File: src/rtl/sram_rr_arbiter.sv
// sram_rr_arbiter: two-channel round-robin arbiter sequencing accesses to one async SRAM with wait states and a recovery cycle.
// Define SRAM_ARB_FIXED_PRIO_EN to give ch0 strict priority instead of round-robin.
module sram_rr_arbiter #(
  parameter int aw          = 19,
  parameter int dw          = 8,
  parameter int wait_states = 1
) (
  input  logic          clk,
  input  logic          rst,
  input  logic          en,
  input  logic          ch0_req,
  input  logic          ch0_we,
  input  logic [aw-1:0] ch0_addr,
  input  logic [dw-1:0] ch0_wdata,
  output logic          ch0_ack,
  output logic [dw-1:0] ch0_rdata,
  output logic          ch0_rvalid,
  input  logic          ch1_req,
  input  logic          ch1_we,
  input  logic [aw-1:0] ch1_addr,
  input  logic [dw-1:0] ch1_wdata,
  output logic          ch1_ack,
  output logic [dw-1:0] ch1_rdata,
  output logic          ch1_rvalid,
  output logic [aw-1:0] sram_addr,
  output logic          sram_ce_n,
  output logic          sram_oe_n,
  output logic          sram_we_n,
  output logic [dw-1:0] sram_dat_wr,
  output logic          sram_dat_oe,
  input  logic [dw-1:0] sram_dat_rd
);
  localparam int CW = wait_states > 0 ? $clog2(wait_states + 1) : 1;
  typedef enum logic [1:0] {IDLE, ACCESS, HOLD} state_t;
  state_t        state_q;
  logic [CW-1:0] cnt_q;
  logic          gnt_q, we_q, ce_n_q, oe_n_q, we_n_q, dat_oe_q;
  logic [1:0]    ack_q, rvalid_q;
  logic [dw-1:0] rdata0_q, rdata1_q, dat_wr_q;
  logic [aw-1:0] addr_q;
  logic          win, sel_we;
`ifdef SRAM_ARB_FIXED_PRIO_EN
  always_comb win = ~ch0_req;
`else
  logic last_q;
  always_comb win = (ch0_req & ch1_req) ? ~last_q : ch1_req;
  always_ff @(posedge clk)
    if (rst) last_q <= 1'b1;
    else if (state_q == IDLE && en && (ch0_req | ch1_req)) last_q <= win;
`endif
  always_comb sel_we = win ? ch1_we : ch0_we;
  always_ff @(posedge clk) begin
    if (rst) begin
      state_q  <= IDLE;
      cnt_q    <= '0;
      gnt_q    <= 1'b0;
      we_q     <= 1'b0;
      ack_q    <= '0;
      rvalid_q <= '0;
      rdata0_q <= '0;
      rdata1_q <= '0;
      addr_q   <= '0;
      dat_wr_q <= '0;
      dat_oe_q <= 1'b0;
      ce_n_q   <= 1'b1;
      oe_n_q   <= 1'b1;
      we_n_q   <= 1'b1;
    end else begin
      ack_q    <= '0;
      rvalid_q <= '0;
      case (state_q)
        IDLE: if (en && (ch0_req | ch1_req)) begin
          state_q  <= ACCESS;
          cnt_q    <= CW'(wait_states);
          gnt_q    <= win;
          we_q     <= sel_we;
          ack_q    <= win ? 2'b10 : 2'b01;
          addr_q   <= win ? ch1_addr : ch0_addr;
          dat_wr_q <= win ? ch1_wdata : ch0_wdata;
          dat_oe_q <= sel_we;
          ce_n_q   <= 1'b0;
          oe_n_q   <= sel_we;
          we_n_q   <= ~sel_we;
        end
        ACCESS: if (cnt_q == '0) begin
          state_q <= HOLD;
          oe_n_q  <= 1'b1;
          we_n_q  <= 1'b1;
          if (!we_q) begin
            rvalid_q[gnt_q] <= 1'b1;
            if (gnt_q) rdata1_q <= sram_dat_rd;
            else rdata0_q <= sram_dat_rd;
          end
        end else cnt_q <= cnt_q - 1'b1;
        HOLD: begin
          state_q  <= IDLE;
          ce_n_q   <= 1'b1;
          dat_oe_q <= 1'b0;
        end
        default: state_q <= IDLE;
      endcase
    end
  end
  assign ch0_ack     = ack_q[0];
  assign ch1_ack     = ack_q[1];
  assign ch0_rvalid  = rvalid_q[0];
  assign ch1_rvalid  = rvalid_q[1];
  assign ch0_rdata   = rdata0_q;
  assign ch1_rdata   = rdata1_q;
  assign sram_addr   = addr_q;
  assign sram_ce_n   = ce_n_q;
  assign sram_oe_n   = oe_n_q;
  assign sram_we_n   = we_n_q;
  assign sram_dat_wr = dat_wr_q;
  assign sram_dat_oe = dat_oe_q;
endmodule

File: config.mk
export PLATFORM = sky130hd
export DESIGN_NAME = sram_rr_arbiter
export DESIGN_NICKNAME = d
export VERILOG_FILES = /design/src/rtl/sram_rr_arbiter.sv
export SDC_FILE = /design/constraint.sdc
export NUM_CORES = 1
export LEC_CHECK = 0
export ABC_AREA = 1
export BUFFER_PORTS_ARGS = -buffer_cell sky130_fd_sc_hd__buf_2
export CAP_MARGIN = 20
export CORE_UTILIZATION = 47
export DETAILED_ROUTE_END_ITERATION = 16
export PLACE_DENSITY = 0.86
export SETUP_SLACK_MARGIN = 0.2
export SLEW_MARGIN = 30
export SYNTH_ARGS = -nofsm -noshare
export SYNTH_HDL_FRONTEND = slang
export SYNTH_SLANG_ARGS = --single-unit
File: constraint.sdc
create_clock -name clk -period 1.45 [get_ports clk]
set_clock_uncertainty 0.2 [all_clocks]
set_input_delay 0.2175 -clock clk [delete_from_list [all_inputs] [get_ports clk]]
set_output_delay 0.2175 -clock clk [all_outputs]
set_load 0.01 [all_outputs]
==> results of run 1 <==
[cell families after synthesis]
family | after synthesis | share of synthesized area [%]
simple gates | 259 | 38.0
compound gates | 23 | 4.87
flops | 57 | 42.3
buf+inv | 87 | 14.8
[critical path: stages, from the launching register on]
cell,delay [ns]
dfxtp_4,0.37
inv_2,0.05
nand2_4,0.07
inv_4,0.05
nand3_4,0.09
buf_8,0.16
clkinv_8,0.11
nor2_4,0.09
nor2_1,0.04
[area by class of cell]
type                    count  area [um^2]  area share [%]
flip-flops and latches     57         1170            28.5
clock inverters             5         78.8            1.92
inverters                  69          284            6.91
multi-input cells         282         1290            31.3
clock buffers              11          141            3.44
well taps                  72         90.1            2.19
repair buffers            159         1060            25.7
[through the flow]
step           power [mW]  hold slack (ns)  area [um^2]  setup slack (ns)  utilization (%)
5_1_grt              4.58          0.00361         4110            0.0372             74.7
2_1_floorplan        2.27            0.173         2700             0.204                -
3_5_place_dp         2.57            0.231         3390            0.0869             61.5
6_report             4.36          0.00258         4110            0.0908             74.7
3_3_place_gp         2.54            0.240         3390             0.123             61.5
4_1_cts              4.28         -0.00494         3910             0.122             71.1
[synthesized netlist by cell type (all sizes together)]
cell type | count | share of area (%)
inv | 69 | 9.6
dfxtp | 57 | 42
nor2 | 120 | 17
o21ai | 16 | 3.0
nand3 | 7 | 2.1
nor3 | 1 | 0.19
nand2 | 131 | 19
a21oi | 5 | 1.2
o31ai | 1 | 0.28
buf | 17 | 5.1
a21boi | 1 | 0.42
clkbuf | 1 | 0.14
[layer usage]
| metal | vias up | track usage [%] | routed length, um |
|---|---|---|---|
| met1 | 1347 | 25.1 | 3000 |
| met3 | 23 | 4.47 | 451 |
| met4 | 0 | 16.4 | 237 |
| met2 | 119 | 44.8 | 4030 |
| met5 | - | 0 | 0 |
| li1 | 1539 | - | - |
[power breakdown]
group | switching, mW | leakage [nW] | internal (mW)
Clock | 0.616 | 0.113 | 1.01
Sequential | 0.0769 | 0.475 | 1.69
Combinational | 0.516 | 1.65 | 0.445
[cells in the final DEF, fill, tap and decap left out, drive strengths merged]
master,n
buf,136
o21ai,16
nand3,7
clkinv,4
dfxtp,57
bufinv,2
a21oi,5
nor2,120
nand2,131
a21boi,1
inv,68
dlygate4sd3,23
clkbuf,11
nor3,1
o31ai,1
[sequential cells by signal (all words and copies together), names as in the netlist]
signal	count
gnt_q	1
sram_dat_oe	1
sram_addr	19
ch0_rdata	8
sram_oe_n	1
last_q	1
ch1_rdata	8
cnt_q	1
sram_dat_wr	8
ack_q	2
sram_ce_n	1
state_q	2
sram_we_n	1
rvalid_q	2
we_q	1
[worst max-delay path by stage]
stage / from / endpoint / slack [ns] / cells past startpoint
3_5_place_dp: cnt_q / ch0_rdata[0] / 0.09 / 5
4_1_cts: state_q[1] / sram_addr[5] / 0.12 / 7
5_1_grt: state_q[1] / ch0_rdata[2] / 0.04 / 8
3_3_place_gp: en / sram_addr[16] / 0.12 / 9
2_1_floorplan: last_q / sram_addr[6] / 0.20 / 9
6_report: state_q[1] / ch0_rdata[2] / 0.09 / 8
[what timing repair did]
item                                   4_1_cts  5_1_grt
setup endpoints to repair                   48       73
gates resized for setup                     25       59
setup buffers                                3        5
endpoints found under the hold margin       35        0
pin swaps                                    4        6
hold buffers                                23        0
==> run metrics, run 1 <==
sequential fraction of the synthesis area 42.3%; dpl cells 608; outcome finished clean; final hold vios 0; worst slew pin tran 0.261 ns; initial antenna violation count 0; Post-Route WL 7.71 mm; vias in the first global route 2900; CP Class reg2reg; routability congestion estimate 0.811; r2r setup slk 0.09 ns; VDD IR max 0.692 mV; worst r2r dst ch0_rdata[2]; Area growth syn-to-layout 52.3%; post-DR vias/cell 4.62; antenna viol nets, final 0; clk buf depth 2; final critical-path share of the clock period 93.7%; HP Start ch1_req; Leakage 2.24 nW; Worst-Skew Late Latency 0.32 ns; Num CTS Buffers 9; CP Launch Type register; grt total ovfl 0; row cnt 27; Final Critical Period 1.36 ns; Synth warnings 0; Initial Util 49.0%; # port buffers 119; Max FO, Critical Path 8; Clk pin slew, worst setup/hold paths 0.06 ns; global-route wire length before repair 11.7 mm; post-DR wirelength/cell 11.8 um; relative slew slack 82.5%; Mapped Nets 495; via count 3028; CTS tree built; layout cells sized above 1 36.5%; cell area after synthesis 2700 um^2; Worst Reg-to-Reg Cells 8; Achievable Freq 736 MHz; n_diodes 0; overall die area 6050 um^2; Hold Path Depth 3; total track usage 24.4%; final setup TNS 0 ns; post-synth cell types 21; Die Height 77.8 um; Nets 647; required time of the critical path 1.46 ns; DRC Markers 0; post-synthesis sequential element count 57; Root Buffer clkbuf_8; R2R Path Start state_q[1]; Max Slew Vio Count 0; dpl hpwl 4.73 mm; fill count 414; Core ar. 5510 um^2; largest net degree at the start of global routing 48; max-capacitance violation count 0; setup repair after global routing missed its margin true; Cells after Synth 426; # IOs 120; Die X 77.8 um; CP endpoint kind register; first drt pass iteration count 4; DRT iter0 DRCs 151; Hold Crit Endpoint ack_q[1]; non-filler cells, final 655; Hold WC Path Type in2reg; arrival time worst endpoint 1.37 ns; Avg Cell Area, Syn 6.34 um^2; Power Dens Cells 1060 nW/um^2; CTS sink cnt 57; H-tree level count 3; Final setup viols 0
Power figures use the tool's default switching activity.
==> run 2, diff against run 1 <==
Settings changed: RECOVER_POWER from default to 100.
==> run 2 against run 1 <==
First-iteration DRC count up 6.0%. Utilization down 1.4 points. Critical path depth is the same. Largest cell class unchanged. Non-clock buffer count unchanged. Wire length up 0.60%.
==> run metrics, run 2 (synthesized netlist as in run 1, its figures left out) <==
vias in the first global route 2900; cell repeated most along the worst path nor2_1; final hold vios 0; Area growth syn-to-layout 49.5%; Worst-Skew Late Latency 0.32 ns; Worst path max stage delay 0.37 ns; row cnt 27; first drt pass iteration count 4; Final Cell Area 4040 um^2; fill count 454; R2R Path Start state_q[1]; critical path launch point state_q[1]; grt total ovfl 0; DRC Markers 0; final critical-path share of the clock period 93.4%; # port buffers 119; CTS sink cnt 57; Max FO, Critical Path 8; total track usage 24.4%; Final Critical Period 1.35 ns; CP cell instances inv_2, nand2_4, inv_4, nand3_4, buf_8, clkinv_8, nor2_1, nor2_1; CP endpoint kind register; Sw Pwr 1.21 mW; arrival time worst endpoint 1.37 ns; HP Start ch1_req; via count 3005; Leakage 2.06 nW; Sw Ratio 28.0%; required time of the critical path 1.47 ns; Post-Route WL 7.76 mm; routability congestion estimate 0.811; Max Slew Vio Count 0; Num CTS Buffers 9; Core ar. 5510 um^2; post-DR wirelength/cell 11.8 um; Hold WC Path Type in2reg; Achievable Freq 738 MHz; max-capacitance violation count 0; H-tree level count 3; antenna viol nets, final 0; layout cells sized above 1 27.3%; Clk pin slew, worst setup/hold paths 0.06 ns; VDD IR max 0.694 mV; clock share of power 37.7%; setup repair after global routing missed its margin true; CP Launch Type register; Final setup viols 0; Int Power 3.12 mW; commonest non-fill, non-tap cell in the layout nand2_1; # IOs 120; outcome finished clean; clk buf depth 2; Power Dens Cells 1070 nW/um^2; global-route wire length before repair 11.7 mm; Root Buffer clkbuf_8; Initial Util 49.0%; final setup TNS 0 ns; worst slew pin tran 0.233 ns; dpl hpwl 4.73 mm; Comb power frac 21.5%; Flop pwr share 40.8%; commonest cells after routing, fill and taps aside nand2_1 (124), nor2_1 (106), buf_2 (71); initial antenna violation count 0; overall die area 6050 um^2; Nets 647; worst-path cell with the longest stage delay dfxtp_4; relative slew slack 84.4%; CTS tree built; DRT iter0 DRCs 160; CP Class reg2reg; post-DR vias/cell 4.59; n_diodes 0; Cell Area, Placed 3390 um^2; Die X 77.8 um; largest net degree at the start of global routing 48; flip-flop count of the largest register after layout 19; Die Height 77.8 um
-- run 2: cell type report --
cell class                 instances  area [um^2]  share of cell area [%]
multi-input combinational        282         1280                    31.6
sequential                        57         1160                    28.8
timing repair buffer             159         1000                    24.8
inverter                          69          284                    7.04
clock buffer                      11          141                    3.50
tap                               72         90.1                    2.23
clock inverter                     5         78.8                    1.95
-- run 2: power groups by stage --
stage / Combinational (mW) / Clock (mW) / Sequential (mW)
floorplan: 0.445 / 0 / 1.82
global placement: 0.767 / 0 / 1.77
detailed placement: 0.791 / 0 / 1.78
CTS: 0.874 / 1.66 / 1.75
global route: 1.04 / 1.73 / 1.78
finish: 0.932 / 1.63 / 1.77
-- run 2: metal layers --
layer,part of all wire [%],up-vias,global-route usage [%]
met5,0,-,0
met4,3.6,0,16.4
met3,5.3,28,4.47
met2,52,115,44.8
met1,39,1323,25.1
li1,-,1539,-
-- run 2: path summary, 6_finish.rpt --
check | to | slack (ns) | cells after the start
min | ack_q[1] | 0.003 | 3
max | ch0_rdata[5] | 0.1 | 8
min reg2reg | sram_ce_n | 0.25 | 2
max reg2reg | ch0_rdata[5] | 0.1 | 8
-- run 2: per-stage QoR --
stage                     power, mW  worst slack (ns)  utilization, %  std cells  hold slack, ns
final                          4.33            0.0953            73.3        655         0.00256
after detailed placement       2.57            0.0869            61.5        608           0.231
after floorplan                2.27             0.204               -        426           0.173
after global routing           4.54            0.0432            73.3        655         0.00361
after global placement         2.54             0.123            61.5        608           0.240
after CTS                      4.28             0.122            71.1        650        -0.00494
-- run 2: what timing repair did --
action,in CTS,in global routing
hold buffers,23,0
pin swaps,4,6
endpoints found under the setup margin,48,73
gates resized for setup,25,59
hold endpoints to repair,35,0
buffers inserted,3,5
-- run 2: worst max-delay path: cells and delay by family (launching register included) --
family	cells	cell delay (ns)
buffers and inverters	4	0.36
flip-flops	1	0.37
AND/OR/NAND/NOR	4	0.32
